File: config.mk
export PLATFORM = sky130hd
export DESIGN_NAME = fm_demod16_flat
export DESIGN_NICKNAME = d
export VERILOG_FILES = /design/src/rtl/fm_demod16_if.sv /design/src/rtl/fm_demod16.sv /design/src/flat_wrapper.sv
export SDC_FILE = /design/constraint.sdc
export NUM_CORES = 1
export LEC_CHECK = 0
export ABC_CLOCK_PERIOD_IN_PS = 3300
export BUFFER_PORTS_ARGS = -buffer_cell sky130_fd_sc_hd__buf_4
export CORE_MARGIN = 2
export CORE_UTILIZATION = 35
export CTS_BUF_LIST = sky130_fd_sc_hd__clkbuf_4 sky130_fd_sc_hd__clkbuf_8
export CTS_CLUSTER_SIZE = 20
export DETAILED_ROUTE_END_ITERATION = 6
export PLACE_DENSITY = 0.62
export SYNTH_ARGS = -nofsm -noshare
export SYNTH_HDL_FRONTEND = slang
export SYNTH_SLANG_ARGS = --single-unit
File: constraint.sdc
create_clock -name clk -period 3.3 [get_ports clk]
set_input_delay 0.66 -clock clk [delete_from_list [all_inputs] [get_ports clk]]
set_output_delay 0.66 -clock clk [all_outputs]
set_load 0.01 [all_outputs]
File: src/rtl/fm_demod16_if.sv
// Sample bus between the serial CORDIC (vector-mode results) and the FM demodulator,
// including the demodulated outputs returned to the downstream audio path.
interface fm_demod16_if;
  logic        [15:0] xi;
  logic signed [15:0] zi;
  logic               mi;
  logic               iv;
  logic        [15:0] sq_thr;
  logic signed [15:0] fo;
  logic        [15:0] ao;
  logic               sq;
  logic               ov;

  modport master (
    output xi, zi, mi, iv, sq_thr,
    input  fo, ao, sq, ov
  );

  modport slave (
    input  xi, zi, mi, iv, sq_thr,
    output fo, ao, sq, ov
  );
endinterface

File: src/rtl/fm_demod16.sv
// FM discriminator, AM magnitude and hysteretic squelch on CORDIC vector-mode results.
// Optional single-pole de-emphasis on the discriminator output when FM_DEEMPH_EN is defined.
module fm_demod16 #(
  parameter int          HOLD = 1024,
  parameter logic [15:0] HYST = 16'h0100,
  parameter int          K    = 4
) (
  input  logic         clk,
  input  logic         rst,
  fm_demod16_if.slave  bus
);
  localparam int              DATA_W  = 16;
  localparam logic [DATA_W-1:0] HOLD_M1 = DATA_W'(HOLD - 1);

  typedef enum logic [1:0] {SQ_CLOSED, SQ_OPEN, SQ_HANG} sq_state_e;

  // Threshold plus hysteresis, saturated so a high threshold cannot wrap to a low open level.
  function automatic logic [DATA_W-1:0] sat_open(input logic [DATA_W-1:0] thr,
                                                 input logic [DATA_W-1:0] hyst);
    logic [DATA_W:0] s;
    s = {1'b0, thr} + {1'b0, hyst};
    return s[DATA_W] ? '1 : s[DATA_W-1:0];
  endfunction

  sq_state_e                 state_q, state_d;
  logic        [DATA_W-1:0]  cnt_q, cnt_d;
  logic signed [DATA_W-1:0]  zprev_q;
  logic                      primed_q;
  logic signed [DATA_W-1:0]  fo_q;
  logic        [DATA_W-1:0]  ao_q;
  logic                      sq_q;
  logic                      ov_q;

  logic                      accept;
  logic        [DATA_W-1:0]  open_lvl;
  logic signed [DATA_W-1:0]  d;
  logic signed [DATA_W-1:0]  fo_new;

  assign accept   = bus.iv & ~bus.mi;
  assign open_lvl = sat_open(bus.sq_thr, HYST);
  // Modulo-2^16 subtraction gives the short-way phase step across the +/-Pi wrap.
  assign d        = bus.zi - zprev_q;

  always_comb begin
    state_d = state_q;
    cnt_d   = cnt_q;
    case (state_q)
      SQ_CLOSED: if (bus.xi >= open_lvl) state_d = SQ_OPEN;
      SQ_OPEN: begin
        if (bus.xi < bus.sq_thr) begin
          state_d = SQ_HANG;
          cnt_d   = HOLD_M1;
        end
      end
      SQ_HANG: begin
        if (bus.xi >= open_lvl)  state_d = SQ_OPEN;
        else if (cnt_q == '0)    state_d = SQ_CLOSED;
        else                     cnt_d   = cnt_q - 1'b1;
      end
      default: state_d = SQ_CLOSED;
    endcase
  end

`ifdef FM_DEEMPH_EN
  logic signed [23:0] acc_q, acc_d;
  logic signed [24:0] diff;

  // Round a[23:8] by a[7]; only positive overflow is possible, so clamp at +max.
  function automatic logic signed [DATA_W-1:0] round_sat(input logic signed [23:0] a);
    logic signed [DATA_W:0] r;
    r = $signed({a[23], a[23:8]}) + $signed({16'd0, a[7]});
    return (r > 17'sd32767) ? 16'sh7FFF : r[DATA_W-1:0];
  endfunction

  // The filtered value stays between acc and the target, so the 24-bit result cannot wrap.
  always_comb begin
    diff   = $signed({d[15], d, 8'h00}) - $signed({acc_q[23], acc_q});
    acc_d  = 24'($signed({acc_q[23], acc_q}) + (diff >>> K));
    fo_new = round_sat(acc_d);
  end
`else
  logic unused_k;
  assign unused_k = (K > 0);
  assign fo_new   = d;
`endif

  always_ff @(posedge clk) begin
    if (!rst) begin
      state_q  <= SQ_CLOSED;
      cnt_q    <= '0;
      zprev_q  <= '0;
      primed_q <= 1'b0;
      fo_q     <= '0;
      ao_q     <= '0;
      sq_q     <= 1'b0;
      ov_q     <= 1'b0;
`ifdef FM_DEEMPH_EN
      acc_q    <= '0;
`endif
    end else begin
      ov_q <= 1'b0;
      if (accept) begin
        zprev_q  <= bus.zi;
        primed_q <= 1'b1;
        if (primed_q) begin
          state_q <= state_d;
          cnt_q   <= cnt_d;
          ao_q    <= bus.xi;
          sq_q    <= (state_d != SQ_CLOSED);
          fo_q    <= (state_d == SQ_CLOSED) ? '0 : fo_new;
          ov_q    <= 1'b1;
`ifdef FM_DEEMPH_EN
          acc_q   <= (state_d == SQ_CLOSED) ? '0 : acc_d;
`endif
        end
      end
    end
  end

  assign bus.fo = fo_q;
  assign bus.ao = ao_q;
  assign bus.sq = sq_q;
  assign bus.ov = ov_q;
endmodule

File: src/flat_wrapper.sv
// flat-port wrapper written by rule: the top's interface ports become plain ports
module fm_demod16_flat 
#(
  parameter int          HOLD = 1024,
  parameter logic [15:0] HYST = 16'h0100,
  parameter int          K    = 4
)
  (clk, rst, bus_xi, bus_zi, bus_mi, bus_iv, bus_sq_thr, bus_fo, bus_ao, bus_sq, bus_ov);
  fm_demod16_if bus_i ();
  input  logic clk;
  input  logic rst;
  input wire logic [$bits(bus_i.xi)-1:0] bus_xi;
  input wire logic [$bits(bus_i.zi)-1:0] bus_zi;
  input wire logic [$bits(bus_i.mi)-1:0] bus_mi;
  input wire logic [$bits(bus_i.iv)-1:0] bus_iv;
  input wire logic [$bits(bus_i.sq_thr)-1:0] bus_sq_thr;
  output wire logic [$bits(bus_i.fo)-1:0] bus_fo;
  output wire logic [$bits(bus_i.ao)-1:0] bus_ao;
  output wire logic [$bits(bus_i.sq)-1:0] bus_sq;
  output wire logic [$bits(bus_i.ov)-1:0] bus_ov;
  assign bus_i.xi = bus_xi;
  assign bus_i.zi = bus_zi;
  assign bus_i.mi = bus_mi;
  assign bus_i.iv = bus_iv;
  assign bus_i.sq_thr = bus_sq_thr;
  assign bus_fo = bus_i.fo;
  assign bus_ao = bus_i.ao;
  assign bus_sq = bus_i.sq;
  assign bus_ov = bus_i.ov;
  fm_demod16 #(.HOLD(HOLD), .HYST(HYST), .K(K)) u_core (.clk(clk), .rst(rst), .bus(bus_i));
endmodule
# == Word level (Yosys, flattened, before mapping) ==
# Cells that the tools add are included.
# classes
reduce_logical,8
n_eq_ne,5
add_sub_neg,3
n_lt_le_gt_ge,2
bitwise,2
n_mux,12
# ops
operator,count
2-to-1 mux 16 bit,5
one-hot mux 16 bit (2 select lines),1
"adder 16 x 9 -> 17 bit, second input constant",1
greater-or-equal comparator 16 bit,1
logical NOT 16 bit,1
less-than comparator 16 bit,1
"subtractor 16 x 1 -> 16 bit, second input constant",1
subtractor 16 bit,1
2-to-1 mux 2 bit,4
one-hot mux 2 bit (3 select lines),1
AND reduction 6 bit,1
logical NOT 2 bit,2
"inequality test 2 bit, second input constant",2
AND reduction 2 bit,2
nonzero test 2 bit,2
"equality test 2 x 1 -> 1 bit, second input constant",1
"equality test 2 bit, second input constant",1
"inequality test 2 x 1 -> 1 bit, second input constant",1
bitwise AND 1 bit,1
2-to-1 mux 1 bit,1
inverter 1 bit,1
# word_totals
ff_bits,69

# == Logic depth before layout (Yosys ltp) ==
# logic_depth
word_depth,7
depth_mapped,13
mapped_depth_nobuf,12

# == Worst setup path after synthesis ==
# Ideal clock, no wire load.
# synth_path
kind,input to register
start,input bus_sq_thr[8]
end,"register u_core.fo_q[10], in the netlist u_core.bus.fo[10]"
setup_ps,117
stages,13
setup_slack_ps,-169
arrival_time_ps,3352
required_time_ps,3183
cell_sequence,ha_1 nand2_1 nor4_1 clkbuf_1 nor2_1 ha_1 a21oi_1 a211oi_1 nor3_1 nand3_1 o211a_1 clkbuf_1 a22o_1
# synth_via
elab_chain_len,7
# synth_rtl
item,line,rtl
start: declaration,flat_wrapper.sv:16,input wire logic [$bits(bus_i.sq_thr)-1:0] bus_sq_thr;
adder 16 x 9 -> 17 bit,fm_demod16.sv:21,"s = {1'b0, thr} + {1'b0, hyst};"
2-to-1 mux 16 bit,fm_demod16.sv:22,return s[DATA_W] ? '1 : s[DATA_W-1:0];
greater-or-equal comparator 16 bit,"fm_demod16.sv:48, fm_demod16.sv:56",
"2-to-1 mux 2 bit, on equally long branches","fm_demod16.sv:56, fm_demod16.sv:48",
one-hot mux 2 bit (3 select lines) (*),fm_demod16.sv:47,case (state_q)
logical NOT 2 bit (*),fm_demod16.sv:110,fo_q <= (state_d == SQ_CLOSED) ? '0 : fo_new;
2-to-1 mux 16 bit (*),fm_demod16.sv:110,
end signal: assignment,fm_demod16.sv:110,
end: declaration,fm_demod16.sv:29,logic signed [DATA_W-1:0] fo_q;
# Mark *: on every way between the ends. The rest lies on a longest branch, timed or not.
# A chain may end at the register's enable or synchronous reset.

# == Worst setup path in the final report ==
# layout_path
start,input bus_sq_thr[8]
end,register u_core.cnt_q[14]
# layout_via
elab_chain_len,5
# layout_rtl
item,line,rtl
adder 16 x 9 -> 17 bit,fm_demod16.sv:21,
2-to-1 mux 16 bit,fm_demod16.sv:22,
greater-or-equal comparator 16 bit,fm_demod16.sv:56,if (bus.xi >= open_lvl) state_d = SQ_OPEN;
inequality test 2 bit (no source line),n/a,
AND reduction 6 bit (no source line) (*),n/a,
end signal: assignment,fm_demod16.sv:107,cnt_q <= cnt_d;
end: declaration,fm_demod16.sv:26,"logic [DATA_W-1:0] cnt_q, cnt_d;"
# Marks and branches as above.

==> reports/metrics.csv <==
metric,value,unit
"antenna viol nets, final",0,
#FFs+latches synth,69,
main flop type after synthesis,dfxtp_1,
Syn Inst Count,535,
initial antenna violation count,0,
P_sw,0.545,mW
Die Wd,115,um
Global Route Usage Sum,17.2,%
TritonCTS Sinks,69,
Tcrit/Tclk final,93.6,%
Pint,1.45,mW
Slew @ Worst Pin,1.15,ns
Worst EP required,3.58,ns
minimum clock period,3.09,ns
routed wire length,11.0,mm
routed vias/inst,5.21,
"Avg Cell Area, Syn",8.04,um2
Antenna Cells,0,
register area share after synthesis,32.1,%
RSZ-0062 raised after global routing,no,
max cap viols,0,
async set or reset register ratio after synthesis,0,%
final setup vio count,0,
final instance count without filler cells,786,
Yosys top cell by area,dfxtp_1,
synthesized netlist net count,636,
placed insts,769,
Post-DP HPWL,8.55,mm
Worst-Skew Late Latency,0.35,ns
worst hold path class,reg -> reg,
die area,0.0132,mm2
number of distinct library cells after synthesis,53,
sw frac,27.4,%
Crit Path Category,in -> reg,
Final Hold Vio Count,0,
"leading cell type in the layout, fill and taps excluded",buf_4,
GRT Residual Overflow,0,
leakage power,2.39,nW
GP Congestion,0.935,
WP data arrival,3.37,ns
Fmax achieved,0.324,GHz
clk root buf,clkbuf_8,
Total Power,1.99,mW
starting density of the core,35.8,%
setup TNS,0,ns
Synth Cell Area,0.00430,mm2
CTS tree,done,
layout filler cell count,1226,
area added between synthesis and finish,27.2,%
DRT Pass-1 Iters,5,
Iteration-0 DRC Markers,182,
"Reg clk slew, reported paths",0.07,ns
final core utilization,45.6,%
Gate power share,20.2,%
Synth top area share,32.1,%
final net count,736,
synth top area cells,"dfxtp_1 32%, ha_1 14%, nand2_1 7.5%, a21oi_1 6.0%, inv_1 3.6%",
site row count,40,
I/O pins,86,
Max rail drop VDD,147,uV
hold slack,0.455,ns
vias in the first global route,4012,
max-slew violation count,0,
via count,4095,
sequential share of power,43.1,%
wire per inst,14.1,um
Worst Setup Start Kind,primary input,
first-pass GRT wire length,18.2,mm
Pwr Density,364,mW/mm2
Post-synth EDFFs,0,
pin count of the biggest net entering global routing,30,
relative slew slack,22.8,%
Yosys warning total,0,
clk buf depth,2,
CP endpoint kind,register,
status,completed,
share of layout cells above drive strength 1,21.3,%
Post-route DRC,0,
htree depth,3,
I/O Buffers,85,
Core Box Area,0.0120,mm2
Clock Power Share,36.7,%
Clock Skew,0.00999,ns
number of buffers created by CTS,9,
most frequent cells in the layout,"107 x buf_4, 85 x nand2_1, 69 x dfxtp_1",
die height,115,um
Critical Path Fanout Max,13,
## per-layer routing
metal	vias up	wire [um]	global-route usage, %
met4	0	209	6.27
met1	1908	5350	21.6
met5	-	0	0
met3	18	302	3.16
li1	2115	-	-
met2	54	5180	29.5
## synthesized netlist by cell type (5+ instances only)
master	count
dfxtp_1	69
ha_1	48
a31oi_1	8
a21o_1	5
a21boi_0	8
nand2b_1	6
o21a_1	10
clkbuf_1	14
or4_1	5
nand3_1	12
o21ai_0	17
o31ai_1	15
xnor2_1	12
inv_1	41
a22o_1	15
nor2_1	32
nor3_1	8
a211oi_1	5
nand2_1	86
a21oi_1	52
## critical path: stages
cell	delay [ns]
buf_4	0.11
ha_1	0.22
nand2_1	0.13
nor4_4	0.06
buf_4	0.16
buf_12	0.13
or2_2	0.27
ha_1	0.27
nor2_1	0.09
a21oi_1	0.09
o31ai_2	0.21
nand4_1	0.12
buf_4	0.20
or4_1	0.51
a21oi_1	0.14
## worst paths after layout
| check | end | slack, ns | startpoint | cells past startpoint |
|---|---|---|---|---|
| setup / recovery | u_core.cnt_q[14] | 0.21 | bus_sq_thr[8] | 15 |
| hold / removal | u_core.zprev_q[12] | 0.45 | u_core.zprev_q[12] | 2 |
| setup reg to reg | u_core.cnt_q[14] | 0.83 | u_core.cnt_q[0] | 9 |
| hold reg to reg | u_core.zprev_q[12] | 0.45 | u_core.zprev_q[12] | 2 |
## sequential cells by signal (all words and copies together), names as in the netlist
signal	cells
u_core.state_q	2
u_core.bus.fo	16
u_core.primed_q	1
u_core.bus.sq	1
u_core.cnt_q	16
u_core.bus.ov	1
u_core.bus.ao	16
u_core.zprev_q	16
## area by class of cell
cell class,instances,area [um2],share of cell area [%]
multi-input cells,405,2710,49.5
well taps,147,184,3.36
clock buffers,14,174,3.18
clock inverters,1,30.0,0.549
inverters,41,154,2.81
flip-flops and latches,69,1380,25.2
repair buffers,109,843,15.4
## power by group through the flow
stage	clock network (mW)	logic [mW]	registers, mW
floorplan	0	0.245	0.880
global placement	0	0.391	0.877
detailed placement	0	0.399	0.878
CTS	0.751	0.402	0.859
global route	0.782	0.456	0.860
finish	0.732	0.402	0.859
## cell families (layout without fill, tap and decap cells)
family                     Yosys count  count (layout)  synth area share, %
and+or+nand+nor                    180             180                 19.6
AOI/OAI and AO/OA                  160             160                 24.8
DFF                                 69              69                 32.1
buffers and inverters               61             165                 5.79
adders and majority gates           49              49                 14.4
xor gates and xnor gates            16              16                 3.26
## repair_timing
| item | in CTS | in global routing |
|---|---|---|
| buffers inserted | 0 | 2 |
| setup endpoints to repair | 0 | 15 |
| hold buffers | 0 | 0 |
| gates resized for setup | 0 | 5 |
## per-stage QoR
stage	instance area [um2]	worst slack (ns)
5_1_grt	5470	0.0150
6_report	5470	0.212
3_3_place_gp	5210	-0.0706
4_1_cts	5420	0.165
2_1_floorplan	4310	0.0227
3_5_place_dp	5210	-0.196
(Power assumes the default switching activity.)
